<file path="src/rtl/irrigation_pkg.sv">
// rtl/irrigation_pkg.sv - shared state, mode and tick-count definitions for the irrigation sequencer
package irrigation_pkg;

  // Width of every slow-tick counter in the sequencer
  localparam int TICK_W = 6;

  typedef enum logic [1:0] {
    ST_IDLE  = 2'd0,
    ST_WATER = 2'd1,
    ST_DONE  = 2'd2,
    ST_ALARM = 2'd3
  } state_t;

  localparam logic [1:0] MODE_OFF       = 2'b00;
  localparam logic [1:0] MODE_SPRINKLER = 2'b01;
  localparam logic [1:0] MODE_DRIP      = 2'b10;
  localparam logic [1:0] MODE_RESERVED  = 2'b11;

  // Only sprinkler and drip open a valve; off and reserved never start a cycle
  function automatic logic mode_is_watering(input logic [1:0] m);
    return (m == MODE_SPRINKLER) || (m == MODE_DRIP);
  endfunction

endpackage

</file>
<file path="src/rtl/tick_sync.sv">
// rtl/tick_sync.sv - synchronizes slow_clk into clk and emits a one-cycle tick per rising edge
module tick_sync (
  input  logic clk,
  input  logic rst,
  input  logic slow_clk,
  output logic tick
);

  logic       sync1;
  logic       sync2;
  logic       prev;
  logic [1:0] primed;
  logic       armed;

  // Two-flop synchronizer, edge history, and an arm flag. The reset value of
  // sync2 is not a real sample, so ticks stay suppressed until the
  // synchronizer has delivered a genuine low level of slow_clk; a slow_clk
  // held high across reset release therefore never produces a tick.
  always_ff @(posedge clk or posedge rst) begin
    if (rst) begin
      sync1  <= 1'b0;
      sync2  <= 1'b0;
      prev   <= 1'b0;
      primed <= 2'b00;
      armed  <= 1'b0;
    end else begin
      sync1  <= slow_clk;
      sync2  <= sync1;
      prev   <= sync2;
      primed <= {primed[0], 1'b1};
      if (primed[1] && !sync2) begin
        armed <= 1'b1;
      end
    end
  end

  assign tick = armed & sync2 & ~prev;

endmodule

</file>
<file path="src/rtl/irrigation_sequencer.sv">
// rtl/irrigation_sequencer.sv - watering cycle FSM with slow-tick countdown, valve drive and tank-low alarm
module irrigation_sequencer
  import irrigation_pkg::*;
#(
  parameter int SPRINKLER_TICKS = 20,
  parameter int DRIP_TICKS      = 40
) (
  input  logic              clk,
  input  logic              rst,
  input  logic              slow_clk,
  input  logic              start,
  input  logic [1:0]        mode,
  input  logic              tank_low,
  input  logic              stop,
  output logic              valve_sprinkler,
  output logic              valve_drip,
  output logic              busy,
  output logic              done,
  output logic              alarm,
  output logic [TICK_W-1:0] remaining
);

  localparam logic [TICK_W-1:0] SPRINKLER_LOAD = TICK_W'(SPRINKLER_TICKS);
  localparam logic [TICK_W-1:0] DRIP_LOAD      = TICK_W'(DRIP_TICKS);
  localparam logic [TICK_W-1:0] ONE            = TICK_W'(1);

  state_t            state;
  state_t            state_n;
  logic [1:0]        mode_q;
  logic [1:0]        mode_n;
  logic [TICK_W-1:0] rem_q;
  logic [TICK_W-1:0] rem_n;
  logic              tick;

  tick_sync u_tick_sync (
    .clk      (clk),
    .rst      (rst),
    .slow_clk (slow_clk),
    .tick     (tick)
  );

  // State, latched mode and countdown registers
  always_ff @(posedge clk or posedge rst) begin
    if (rst) begin
      state  <= ST_IDLE;
      mode_q <= MODE_OFF;
      rem_q  <= '0;
    end else begin
      state  <= state_n;
      mode_q <= mode_n;
      rem_q  <= rem_n;
    end
  end

  // Next-state/countdown logic; outputs decode only registered state so a
  // reset closes the valves without waiting for a clock
  always_comb begin
    state_n         = state;
    mode_n          = mode_q;
    rem_n           = rem_q;
    valve_sprinkler = 1'b0;
    valve_drip      = 1'b0;
    busy            = 1'b0;
    done            = 1'b0;
    alarm           = 1'b0;

    case (state)
      ST_IDLE: begin
        if (start && tank_low) begin
          state_n = ST_ALARM;
        end else if (start && mode_is_watering(mode)) begin
          mode_n  = mode;
          rem_n   = (mode == MODE_SPRINKLER) ? SPRINKLER_LOAD : DRIP_LOAD;
          state_n = ST_WATER;
        end
      end

      ST_WATER: begin
        busy            = 1'b1;
        valve_sprinkler = (mode_q == MODE_SPRINKLER);
        valve_drip      = (mode_q == MODE_DRIP);
        // stop outranks tank_low, which outranks the countdown
        if (stop) begin
          rem_n   = '0;
          state_n = ST_IDLE;
        end else if (tank_low) begin
          rem_n   = '0;
          state_n = ST_ALARM;
        end else if (tick) begin
          if (rem_q > ONE) begin
            rem_n = rem_q - ONE;
          end else begin
            rem_n   = '0;
            state_n = ST_DONE;
          end
        end
      end

      ST_DONE: begin
        done    = 1'b1;
        state_n = ST_IDLE;
      end

      ST_ALARM: begin
        alarm = 1'b1;
        if (stop && !tank_low) begin
          state_n = ST_IDLE;
        end
      end

      default: begin
        state_n = ST_IDLE;
      end
    endcase
  end

  assign remaining = rem_q;

endmodule

</file>
<file path="config.mk">
export PLATFORM = sky130hd
export DESIGN_NAME = irrigation_sequencer
export DESIGN_NICKNAME = d
export VERILOG_FILES = /design/src/rtl/irrigation_pkg.sv /design/src/rtl/tick_sync.sv /design/src/rtl/irrigation_sequencer.sv
export SDC_FILE = /design/constraint.sdc
export NUM_CORES = 1
export LEC_CHECK = 0
export ABC_AREA = 1
export BUFFER_PORTS_ARGS = -buffer_cell sky130_fd_sc_hd__buf_2
export CAP_MARGIN = 40
export CORE_UTILIZATION = 30
export CTS_CLUSTER_DIAMETER = 100
export DETAILED_ROUTE_END_ITERATION = 7
export PLACE_DENSITY = 0.52
export SLEW_MARGIN = 30
export SYNTH_ARGS = -nofsm -noshare
export SYNTH_HDL_FRONTEND = slang
export SYNTH_SLANG_ARGS = --single-unit
export TNS_END_PERCENT = 30
</file>
<file path="constraint.sdc">
create_clock -name clk -period 2.4 [get_ports clk]
set_clock_uncertainty 0.05 [all_clocks]
set_input_delay 0.12 -clock clk [delete_from_list [all_inputs] [get_ports clk]]
set_output_delay 0.12 -clock clk [all_outputs]
set_load 0.03 [all_outputs]
</file>
# Word-level counts from Yosys, hierarchy flattened
# Index checks and enable logic that the tools add are counted.
classes:
  n_lt_le_gt_ge: 1
  eq_ne: 13
  reduce_logical: 12
  bitwise_logic: 4
  n_addsub: 1
  mux: 21
ops:
  columns: ["op", "count"]
  rows:
  - ["two-way mux 6 bit", 7]
  - ["two-way mux 2 bit", 7]
  - ["case mux 6 bit (2 select lines)", 1]
  - ["== test 2 bit, second input constant", 4]
  - ["inequality test 4 bit, second input constant", 2]
  - ["case mux 2 bit (4 select lines)", 1]
  - ["AND reduction 4 bit", 2]
  - ["== test 2 x 1 -> 1 bit, second input constant", 3]
  - ["> comparator 6 x 1 -> 1 bit, second input constant", 1]
  - ["inequality test 2 bit, second input constant", 3]
  - ["subtractor 6 x 1 -> 6 bit, second input constant", 1]
  - ["two-way mux 1 bit", 5]
  - ["logical AND 1 bit", 4]
  - ["inequality test 3 bit, second input constant", 1]
  - ["AND reduction 3 bit", 1]
  - ["AND 1 bit", 2]
  - ["logical NOT 1 bit", 2]
  - ["logical NOT 2 bit", 1]
  - ["NOT 1 bit", 2]
  - ["nonzero test 2 bit", 1]
  - ["logical OR 1 bit", 1]
word_totals:
  regBits: 16
  word_cells: 60

# Logic depth before layout (Yosys ltp)
# Gate-level depths: netlist of the first run.
logic_depth:
  depth_word: 6
  ltp_mapped: 10

# By module
# From an unflattened synthesis of the first run, not the netlist that was laid out.
hier_totals:
  hier_cells: 125
  area_unflattened_um2: 943.4
modules_own_cells:
  columns: ["mod", "seq_area_each_um2", "cells_per_inst", "instances", "area_each_um2"]
  rows:
  - ["irrigation_sequencer", 250.2, 111, 1, 760.7]
  - ["tick_sync", 150.1, 14, 1, 182.7]

# Least setup slack after synthesis of the first run
# Ideal clock, no wire load.
synth_timing:
  path_kind: "register to register"
  from: "register rem_q[0] (netlist: remaining[0])"
  to: "register rem_q[5] (netlist: remaining[5])"
  synth_period_minus_slack_ps: 1752
  slack_ps: 648
  required_time_ps: 2279
  arrival_time_ps: 1631
  stages_incl_launch_ff: 9
  setup_time_ps: 71
  n_path_buf: 0
  cell_sequence: "dfrtp_1 inv_1 ha_1 or2_2 nand3_1 nand2_4 nor2_2 nor2_1 nor2_1"
synth_between:
  elab_chain_len: 6
synth_rtl:
  columns: ["element", "line", "text"]
  rows:
  - ["start, declared", "irrigation_sequencer.sv:31", "logic [TICK_W-1:0] rem_q;"]
  - ["start signal, assigned", "irrigation_sequencer.sv:51", "rem_q <= rem_n;"]
  - ["subtractor 6 x 1 -> 6 bit or > comparator 6 x 1 -> 1 bit (tied branches)", "irrigation_sequencer.sv:91, irrigation_sequencer.sv:90", null]
  - ["two-way mux 6 bit *", "irrigation_sequencer.sv:90", "if (rem_q > ONE) begin"]
  - ["two-way mux 6 bit *", "irrigation_sequencer.sv:89", "end else if (tick) begin"]
  - ["two-way mux 6 bit *", "irrigation_sequencer.sv:86", "end else if (tank_low) begin"]
  - ["two-way mux 6 bit *", "irrigation_sequencer.sv:83", "if (stop) begin"]
  - ["case mux 6 bit (2 select lines) *", "irrigation_sequencer.sv:67", "case (state)"]
# Every way passes the cells marked *; elsewhere a longest branch is shown, timed or not. The select of a mux whose other input is x is not followed.
# A chain may end at the register's enable or synchronous reset.

# Worst setup path in the final report of the first run
# Ends and elaborated chain as after synthesis.

==> results of run 1 <==
per-layer routing:
| layer | vias to the layer above | track usage | wire length (µm) |
|---|---|---|---|
| li1 | 431 | - | - |
| met1 | 362 | 0.152 | 859 |
| met2 | 17 | 0.186 | 815 |
| met3 | 5 | 0.0469 | 74 |
| met4 | 0 | 0.0510 | 25 |
| met5 | - | 0 | 0 |
registers in the layout, summed over array words and instances, names as in the netlist:
name / flops
mode_q: 2
remaining: 6
state: 2
u_tick_sync.armed: 1
u_tick_sync.prev: 1
u_tick_sync.primed: 2
u_tick_sync.sync1: 1
u_tick_sync.sync2: 1
worst register-to-register path: cells and delay by family (launching register included):
family | cells | cell delay, ns
adders and majority gates | 1 | 0.27
buffers and inverters | 1 | 0.12
DFF | 1 | 0.40
and+or+nand+nor | 6 | 0.76
layout make-up:
type                            instances  share of cell area
Inverter                               19              0.0644
Timing Repair Buffer                   20              0.0994
Clock buffer                            4              0.0328
Multi-Input combinational cell         89               0.407
Sequential cell                        16               0.362
Tap cell                               31              0.0350
worst min-delay path by stage:
stage	endpoint
final	mode_q[0]
after global routing	mode_q[0]
after CTS	mode_q[0]
after detailed placement	u_tick_sync.sync2
after global placement	u_tick_sync.primed[0]
after floorplan	mode_q[0]
metrics by stage:
step / setup WS (ns) / cells / cell area, µm²
after floorplan: 0.648 / 125 / 933
after detailed placement: 0.774 / 173 / 1050
final: 0.747 / 179 / 1110
after CTS: 0.748 / 179 / 1110
after global routing: 0.629 / 179 / 1110
after global placement: 0.829 / 173 / 1050
cells by family (layout without fill, tap and decap cells):
logic type / Yosys count / count (layout) / share of synthesized area
xor gates and xnor gates: 1 / 1 / 0.00939
and+or+nand+nor: 75 / 75 / 0.378
AOI/OAI and AO/OA: 9 / 9 / 0.0509
buffers and inverters: 20 / 43 / 0.0885
other: 1 / 1 / 0.00402
adders and majority gates: 3 / 3 / 0.0402
DFF: 16 / 16 / 0.429
cells in the mapped netlist (all sizes together):
cell / number / area share
nand2: 29 / 0.13
xor2: 1 / 0.0094
o21bai: 1 / 0.0080
dfrtp: 16 / 0.43
nor2: 28 / 0.14
conb: 1 / 0.0040
inv: 19 / 0.076
a21oi: 2 / 0.011
ha: 3 / 0.040
nand3: 12 / 0.070
o21ai: 6 / 0.032
nand4: 3 / 0.020
buf: 1 / 0.012
or2: 2 / 0.013
nor3: 1 / 0.0054
what timing repair did:
action	in CTS	in global routing
gates resized for setup	0	0
hold endpoints to repair	17	0
setup buffers	0	0
hold buffers	2	0
power by group through the flow:
| stage | logic (mW) | registers [mW] | clock network (mW) |
|---|---|---|---|
| 4_1_cts | 0.770 | 0.459 | 0.189 |
| 5_1_grt | 0.845 | 0.475 | 0.202 |
| 3_3_place_gp | 0.763 | 0.461 | 0 |
| 3_5_place_dp | 0.765 | 0.465 | 0 |
| 2_1_floorplan | 0.540 | 0.522 | 0 |
| 6_report | 0.762 | 0.459 | 0.183 |
==> impl_metrics.env, run 1 <==
export IMPL_endpoint="remaining[5]"
export IMPL_holdPathStages=3
export IMPL_hold_ws_ns=0.0681
export IMPL_cts_tree="yes"
export IMPL_worstPathCellList="inv_1 -> ha_1 -> or2_2 -> nand3_1 -> nand2_4 -> nor2_2 -> nor2_1 -> nor2_1"
export IMPL_num_vias=815
export IMPL_initial_core_util=0.327
export IMPL_place_hpwl_mm=1.37
export IMPL_gr_total_overflow=0
export IMPL_ys_warn_count=0
export IMPL_syn_nets=136
export IMPL_critical_path_arrival_ns=1.84
export IMPL_fin_util=0.388
export IMPL_final_cell_mix="nand2_1, nor2_1, buf_2, inv_1, dfrtp_1"
export IMPL_finalSetupTns_ns=0
export IMPL_root_buffer="clkbuf_4"
export IMPL_worstSetupStartpoint="remaining[0]"
export IMPL_n_fill_cell=303
export IMPL_yosysUniqueCellTypes=22
export IMPL_drt_pass1_iterations=6
export IMPL_drt_wl_total_mm=1.78
export IMPL_finalCriticalPeriod_ns=1.65
export IMPL_netlist_area_um2=933
export IMPL_clkPwrFrac=0.131
export IMPL_cp_required_ns=2.59
export IMPL_hp_class="in -> reg"
export IMPL_p_leak_nw=0.619
export IMPL_ir_worst_vdd_mv=0.542
export IMPL_timing_rr_end="remaining[5]"
export IMPL_synthCells=125
export IMPL_dieArea_um2=3340
export IMPL_wire_per_inst_um=9.92
export IMPL_antenna_found_initial=0
export IMPL_clkSlewWorstSetupHoldPaths_ns=0.11
export IMPL_clock_sinks=16
export IMPL_port_buffers=18
export IMPL_syn2layout_area_growth_pct=18.6
export IMPL_pwr_share_seq=0.327
export IMPL_p_total_mw=1.40
export IMPL_cpPeakStageDelay_ns=0.40
export IMPL_fp_coreArea_um2=2850
export IMPL_r2r_setup_slack_ns=0.75
export IMPL_reg2reg_depth=8
export IMPL_slew_headroom=0.594
export IMPL_cp_max_fo=8
export IMPL_multi_input_area_um2=450
export IMPL_status="finished with violations"
export IMPL_n_antenna_cell=0
export IMPL_grt_setup_unrepaired="no"
export IMPL_ant_nets=0
export IMPL_drt_initial_drc_count=15
export IMPL_grt_usage=0.121
export IMPL_violations="DRC"
export IMPL_vias_per_cell=4.55
export IMPL_h_tree_depth=1
export IMPL_clkLatencyLatePin_ns=0.30
export IMPL_p_int_uw=695
export IMPL_critical_path_class="reg -> reg"
export IMPL_maxCapViolations=0
export IMPL_p_per_area_nw_per_um2=1270
export IMPL_finalSetupViolCount=0
export IMPL_seq_area_um2=400
export IMPL_crit_path_frequent_cell="nor2_1"
export IMPL_core_rowCount=19
export IMPL_ys_seq_area_frac=0.429
export IMPL_die_w_um=57.8
export IMPL_dieHeight_um=57.8
export IMPL_cp_num_cells=8
export IMPL_gp_congestion=0.790
export IMPL_final_layout_size_suffix_gt1_frac=0.223
export IMPL_slew_violations=0
export IMPL_ioPinCount=19
export IMPL_rr_startpoint="remaining[0]"
export IMPL_startpoint_type="register"
export IMPL_fin_crit_sh=0.689
export IMPL_tightestPinTransition_ns=0.608
export IMPL_ys_ff_latch=16
export IMPL_final_common_cell="nand2_1"
export IMPL_endpoint_kind="register"
export IMPL_grt_pass1_wl_mm=3.00
export IMPL_hold_viol_final=0
export IMPL_grt_max_degree=17
export IMPL_numCtsBuffers=3
export IMPL_grt_pass1_vias=702
export IMPL_max_freq_ghz=0.605
export IMPL_drc=1
export IMPL_nets=160
export IMPL_crit_family="simple AND/OR/NAND/NOR gates"
export IMPL_slowest_stage="dfrtp_1"
export IMPL_combPwrFrac=0.543
export IMPL_synth_avg_cell_area_um2=7.47
export IMPL_critical_path_buf_inv_count=1
export IMPL_max_clock_path_buffers=2
export IMPL_p_sw_uw=710
export IMPL_switching_share=0.505
export IMPL_hp_start="mode[0]"
(Power assumes the default switching activity.)
==> inputs of run 2 (changes only) <==
clock period = 1.57 ns   (was 2.4 ns; I/O delays follow)
==> impl_metrics.env, run 2 (synthesis gave the netlist of run 1 again) <==
export IMPL_status="finished with violations"
export IMPL_violations="DRC"
export IMPL_grt_pass1_wl_mm=3.24
export IMPL_n_fill_cell=309
export IMPL_holdPathStages=3
export IMPL_gp_congestion=0.806
export IMPL_slew_violations=0
export IMPL_whs_endpoint="mode_q[0]"
export IMPL_numCtsBuffers=3
export IMPL_vias_per_cell=4.60
export IMPL_die_w_um=57.8
export IMPL_final_layout_size_suffix_gt1_frac=0.262
export IMPL_critical_path_class="reg -> reg"
export IMPL_n_antenna_cell=0
export IMPL_seq_area_um2=403
export IMPL_multi_input_area_um2=482
export IMPL_crit_family="simple AND/OR/NAND/NOR gates"
export IMPL_core_rowCount=19
export IMPL_cp_required_ns=1.74
export IMPL_root_buffer="clkbuf_4"
export IMPL_dieArea_um2=3340
export IMPL_crit_path_frequent_cell="nor2_1"
export IMPL_setup_ws_ns=0.0690
export IMPL_ant_nets=0
export IMPL_drc=1
export IMPL_cp_num_cells=8
export IMPL_place_hpwl_mm=1.46
export IMPL_gr_total_overflow=0
export IMPL_tightestPinTransition_ns=0.628
export IMPL_r2r_setup_slack_ns=0.07
export IMPL_grt_max_degree=17
export IMPL_clock_sinks=16
export IMPL_hold_viol_final=0
export IMPL_grt_usage=0.129
export IMPL_dieHeight_um=57.8
export IMPL_critical_path_buf_inv_count=1
export IMPL_finalSetupViolCount=0
export IMPL_pre_cts_slack_ns=0.0541
export IMPL_startpoint_type="register"
export IMPL_cts_tree="yes"
export IMPL_slowest_stage="dfrtp_2"
export IMPL_rr_startpoint="remaining[0]"
export IMPL_h_tree_depth=1
export IMPL_antenna_found_initial=0
export IMPL_largest_register_ffs=6
export IMPL_maxCapViolations=0
export IMPL_fin_crit_sh=0.956
export IMPL_slew_headroom=0.581
export IMPL_p_total_mw=2.27
export IMPL_ir_worst_vdd_mv=0.600
export IMPL_fin_util=0.404
export IMPL_worstPathCellList="inv_4 -> ha_1 -> or2_4 -> nand3_4 -> nand2_8 -> nor2_4 -> nor2_1 -> nor2_1"
export IMPL_initial_core_util=0.327
export IMPL_fp_coreArea_um2=2850
export IMPL_finalCriticalPeriod_ns=1.50
export IMPL_p_per_area_nw_per_um2=1970
export IMPL_critical_path_arrival_ns=1.67
export IMPL_hp_start="mode[0]"
export IMPL_ioPinCount=19
export IMPL_drt_initial_drc_count=34
export IMPL_timing_rr_end="remaining[5]"
export IMPL_num_vias=828
export IMPL_cp_max_fo=8
export IMPL_port_buffers=18
export IMPL_cpPeakStageDelay_ns=0.43
export IMPL_endpoint_kind="register"
export IMPL_drt_wl_total_mm=1.95
export IMPL_clkLatencyLatePin_ns=0.29
export IMPL_reg2reg_depth=8
export IMPL_final_common_cell="nand2_1"
export IMPL_max_clock_path_buffers=2
export IMPL_grt_pass1_vias=780
export IMPL_final_cell_mix="nand2_1, nor2_1, buf_2, inv_1, dfrtp_1"
export IMPL_max_freq_ghz=0.666
export IMPL_p_leak_nw=0.625
export IMPL_hp_class="in -> reg"
export IMPL_nets=161
export IMPL_wire_per_inst_um=10.8
export IMPL_clkSlewWorstSetupHoldPaths_ns=0.10
export IMPL_drt_pass1_iterations=6
export IMPL_syn2layout_area_growth_pct=23.3
-- run 2: power breakdown --
group	total [mW]	internal, mW	switching (mW)
combinational	1.28	0.430	0.853
clock	0.278	0.141	0.137
sequential	0.712	0.544	0.168
total	2.27	1.12	1.16
-- run 2: area by class of cell --
cell class	instances	area share
Multi-Input combinational cell	89	0.418
Sequential cell	16	0.350
Timing Repair Buffer	21	0.102
Inverter	19	0.0641
Tap cell	31	0.0337
Clock buffer	4	0.0315
-- run 2: worst max-delay path by stage --
| stage | slack (ns) | from | end |
|---|---|---|---|
| floorplan | 0.01 | remaining[0] | remaining[5] |
| global placement | 0.13 | remaining[0] | remaining[5] |
| detailed placement | 0.05 | remaining[0] | remaining[5] |
| CTS | 0.02 | remaining[0] | remaining[5] |
| global route | -0.01 | remaining[0] | remaining[5] |
| finish | 0.07 | remaining[0] | remaining[5] |
-- run 2: metrics by stage --
step                setup TNS, ns  hold slack [ns]  cells  instance area [µm²]
finish                          0           0.0119    180                 1150
detailed placement              0            0.138    174                 1070
global route              -0.0116           0.0108    180                 1150
CTS                             0          0.00775    180                 1120
global placement                0            0.138    174                 1070
floorplan                       0          -0.0579    125                  941
-- run 2: worst register-to-register path: stages, from the launching register on --
cell and delay (ns):
dfrtp_2 0.43, inv_4 0.06, ha_1 0.21, or2_4 0.24, nand3_4 0.09, nand2_8 0.09
nor2_4 0.11, nor2_1 0.04, nor2_1 0.10
-- run 2: timing repair --
item,CTS,global route
hold endpoints to repair,17,0
endpoints found under the setup margin,0,4
buffers inserted,0,0
resized for setup,0,6
hold buffers,2,0
-- run 2: per-layer routing --
layer / share of wire / vias up / global-route usage
met4: 0.017 / 0 / 0.0204
li1: - / 435 / -
met3: 0.039 / 4 / 0.0491
met2: 0.49 / 14 / 0.228
met5: 0 / - / 0
met1: 0.46 / 375 / 0.152
==> inputs of run 3 (changes only) <==
PLACE_DENSITY = unset   (was 0.52)
PLACE_DENSITY_LB_ADDON = 0.25   (was unset)
==> impl_metrics.env, run 3 (synthesis gave the netlist of run 1 again) <==
export IMPL_hold_viol_final=0
export IMPL_ioPinCount=19
export IMPL_rr_startpoint="remaining[0]"
export IMPL_placed_cells=174
export IMPL_grt_setup_unrepaired="yes"
export IMPL_p_leak_nw=0.619
export IMPL_n_fill_cell=295
export IMPL_die_w_um=57.8
export IMPL_slew_headroom=0.589
export IMPL_final_common_cell="nand2_1"
export IMPL_max_clock_path_buffers=2
export IMPL_crit_path_frequent_cell="nor2_1"
export IMPL_grt_max_degree=17
export IMPL_numCtsBuffers=3
export IMPL_worstPathCellList="inv_4 -> ha_2 -> or2_2 -> nand3_2 -> nand2_4 -> nor2_2 -> nor2_1 -> nor2_1"
export IMPL_fin_area_um2=1140
export IMPL_fp_coreArea_um2=2850
export IMPL_use_met1=0.167
export IMPL_worstSetupStartpoint="remaining[0]"
export IMPL_final_cell_mix="nand2_1, nor2_1, buf_2, inv_1, dfrtp_1"
export IMPL_finalSetupViolCount=0
export IMPL_tightestPinTransition_ns=0.616
export IMPL_gr_total_overflow=0
export IMPL_finalSetupTns_ns=0
export IMPL_fin_crit_sh=0.943
export IMPL_drt_pass1_iterations=6
export IMPL_grt_pass1_wl_mm=3.22
export IMPL_wire_per_inst_um=10.5
export IMPL_antenna_found_initial=0
export IMPL_largest_register_ffs=6
export IMPL_p_per_area_nw_per_um2=1960
export IMPL_drc=1
export IMPL_initial_core_util=0.327
export IMPL_port_buffers=18
export IMPL_vias_per_cell=4.57
export IMPL_root_buffer="clkbuf_4"
export IMPL_max_freq_ghz=0.676
export IMPL_violations="DRC"
export IMPL_dieHeight_um=57.8
export IMPL_groute_layer_met3_usage=0.0402
export IMPL_drt_initial_drc_count=21
export IMPL_dieArea_um2=3340
export IMPL_hp_class="in -> reg"
export IMPL_maxCapViolations=0
export IMPL_startpoint_type="register"
export IMPL_num_vias=823
export IMPL_finalCriticalPeriod_ns=1.48
export IMPL_r2r_setup_slack_ns=0.09
export IMPL_critical_path_class="reg -> reg"
export IMPL_reg2reg_depth=8
export IMPL_clkLatencyLatePin_ns=0.29
export IMPL_fin_util=0.400
export IMPL_h_tree_depth=1
export IMPL_clock_sinks=16
export IMPL_setup_ws_ns=0.0902
export IMPL_timing_rr_end="remaining[3]"
export IMPL_cp_max_fo=8
export IMPL_endpoint_kind="register"
export IMPL_n_antenna_cell=0
export IMPL_place_hpwl_mm=1.45
export IMPL_grt_usage=0.125
export IMPL_grt_pass1_vias=734
export IMPL_nets=161
export IMPL_gp_congestion=0.799
export IMPL_status="finished with violations"
export IMPL_pre_cts_slack_ns=0.0930
export IMPL_cp_required_ns=1.76
export IMPL_stdcell_count=180
export IMPL_critical_path_arrival_ns=1.67
export IMPL_met2_usage=0.203
export IMPL_holdPathStages=3
export IMPL_ir_worst_vdd_mv=0.659
export IMPL_endpoint="remaining[3]"
export IMPL_final_layout_size_suffix_gt1_frac=0.282
export IMPL_grt_busiest_layer="met2"
export IMPL_core_rowCount=19
export IMPL_slowest_stage="dfrtp_2"
export IMPL_ant_nets=0
export IMPL_slew_violations=0
export IMPL_placed_cell_area_um2=1070
export IMPL_drt_wl_total_mm=1.89
export IMPL_cts_tree="yes"
export IMPL_syn2layout_area_growth_pct=22.3
export IMPL_clkSlewWorstSetupHoldPaths_ns=0.11
export IMPL_cpPeakStageDelay_ns=0.44
-- run 3: cell counts in the layout (fill, tap and decap cells not counted) --
Identical to the previous run, type by type.
-- run 3: metrics by stage --
| stage | hold WS (ns) | power, mW |
|---|---|---|
| floorplan | -0.0579 | 1.64 |
| global placement | 0.133 | 1.91 |
| detailed placement | 0.138 | 1.93 |
| CTS | 0.0170 | 2.22 |
| global route | 0.0229 | 2.44 |
| finish | 0.0242 | 2.23 |
-- run 3: power by group --
| part | internal, mW | total (mW) | switching (mW) | leakage, nW |
|---|---|---|---|---|
| logic | 0.416 | 1.23 | 0.817 | 0.413 |
| clock network | 0.141 | 0.279 | 0.138 | 0.0210 |
| registers | 0.546 | 0.719 | 0.174 | 0.185 |
| total | 1.10 | 2.23 | 1.13 | 0.619 |
-- run 3: worst min-delay path by stage --
stage | start | endpoint
finish | mode[0] | mode_q[0]
global route | mode[0] | mode_q[0]
CTS | mode[1] | mode_q[1]
detailed placement | rst | u_tick_sync.primed[0]
global placement | rst | u_tick_sync.primed[0]
floorplan | rst | mode_q[0]
-- run 3: cell type report --
cell class                      instances  area, µm²  share of cell area
Tap cell                               31       38.8              0.0340
Timing Repair Buffer                   21        120               0.105
Multi-Input combinational cell         89        468               0.410
Inverter                               19       73.8              0.0647
Clock buffer                            4       36.3              0.0318
Sequential cell                        16        404               0.354
-- run 3: metal layers --
metal | up-vias | routed length (µm)
li1 | 435 | -
met3 | 0 | 69
met4 | 0 | 0
met2 | 12 | 886
met1 | 376 | 930
met5 | - | 0
-- run 3: worst max-delay path: cells and delay by family, from the launching register on --
family / cells / cell delay, ns
fa+ha+maj: 1 / 0.18
buf+inv: 1 / 0.06
simple gates: 6 / 0.69
flops: 1 / 0.44
-- run 3: repair_timing --
item                                    CTS  global route
hold endpoints to repair                 17             0
endpoints found under the setup margin    0             6
gates resized for setup                   0             7
hold buffers                              2             0
buffers inserted                          0             0
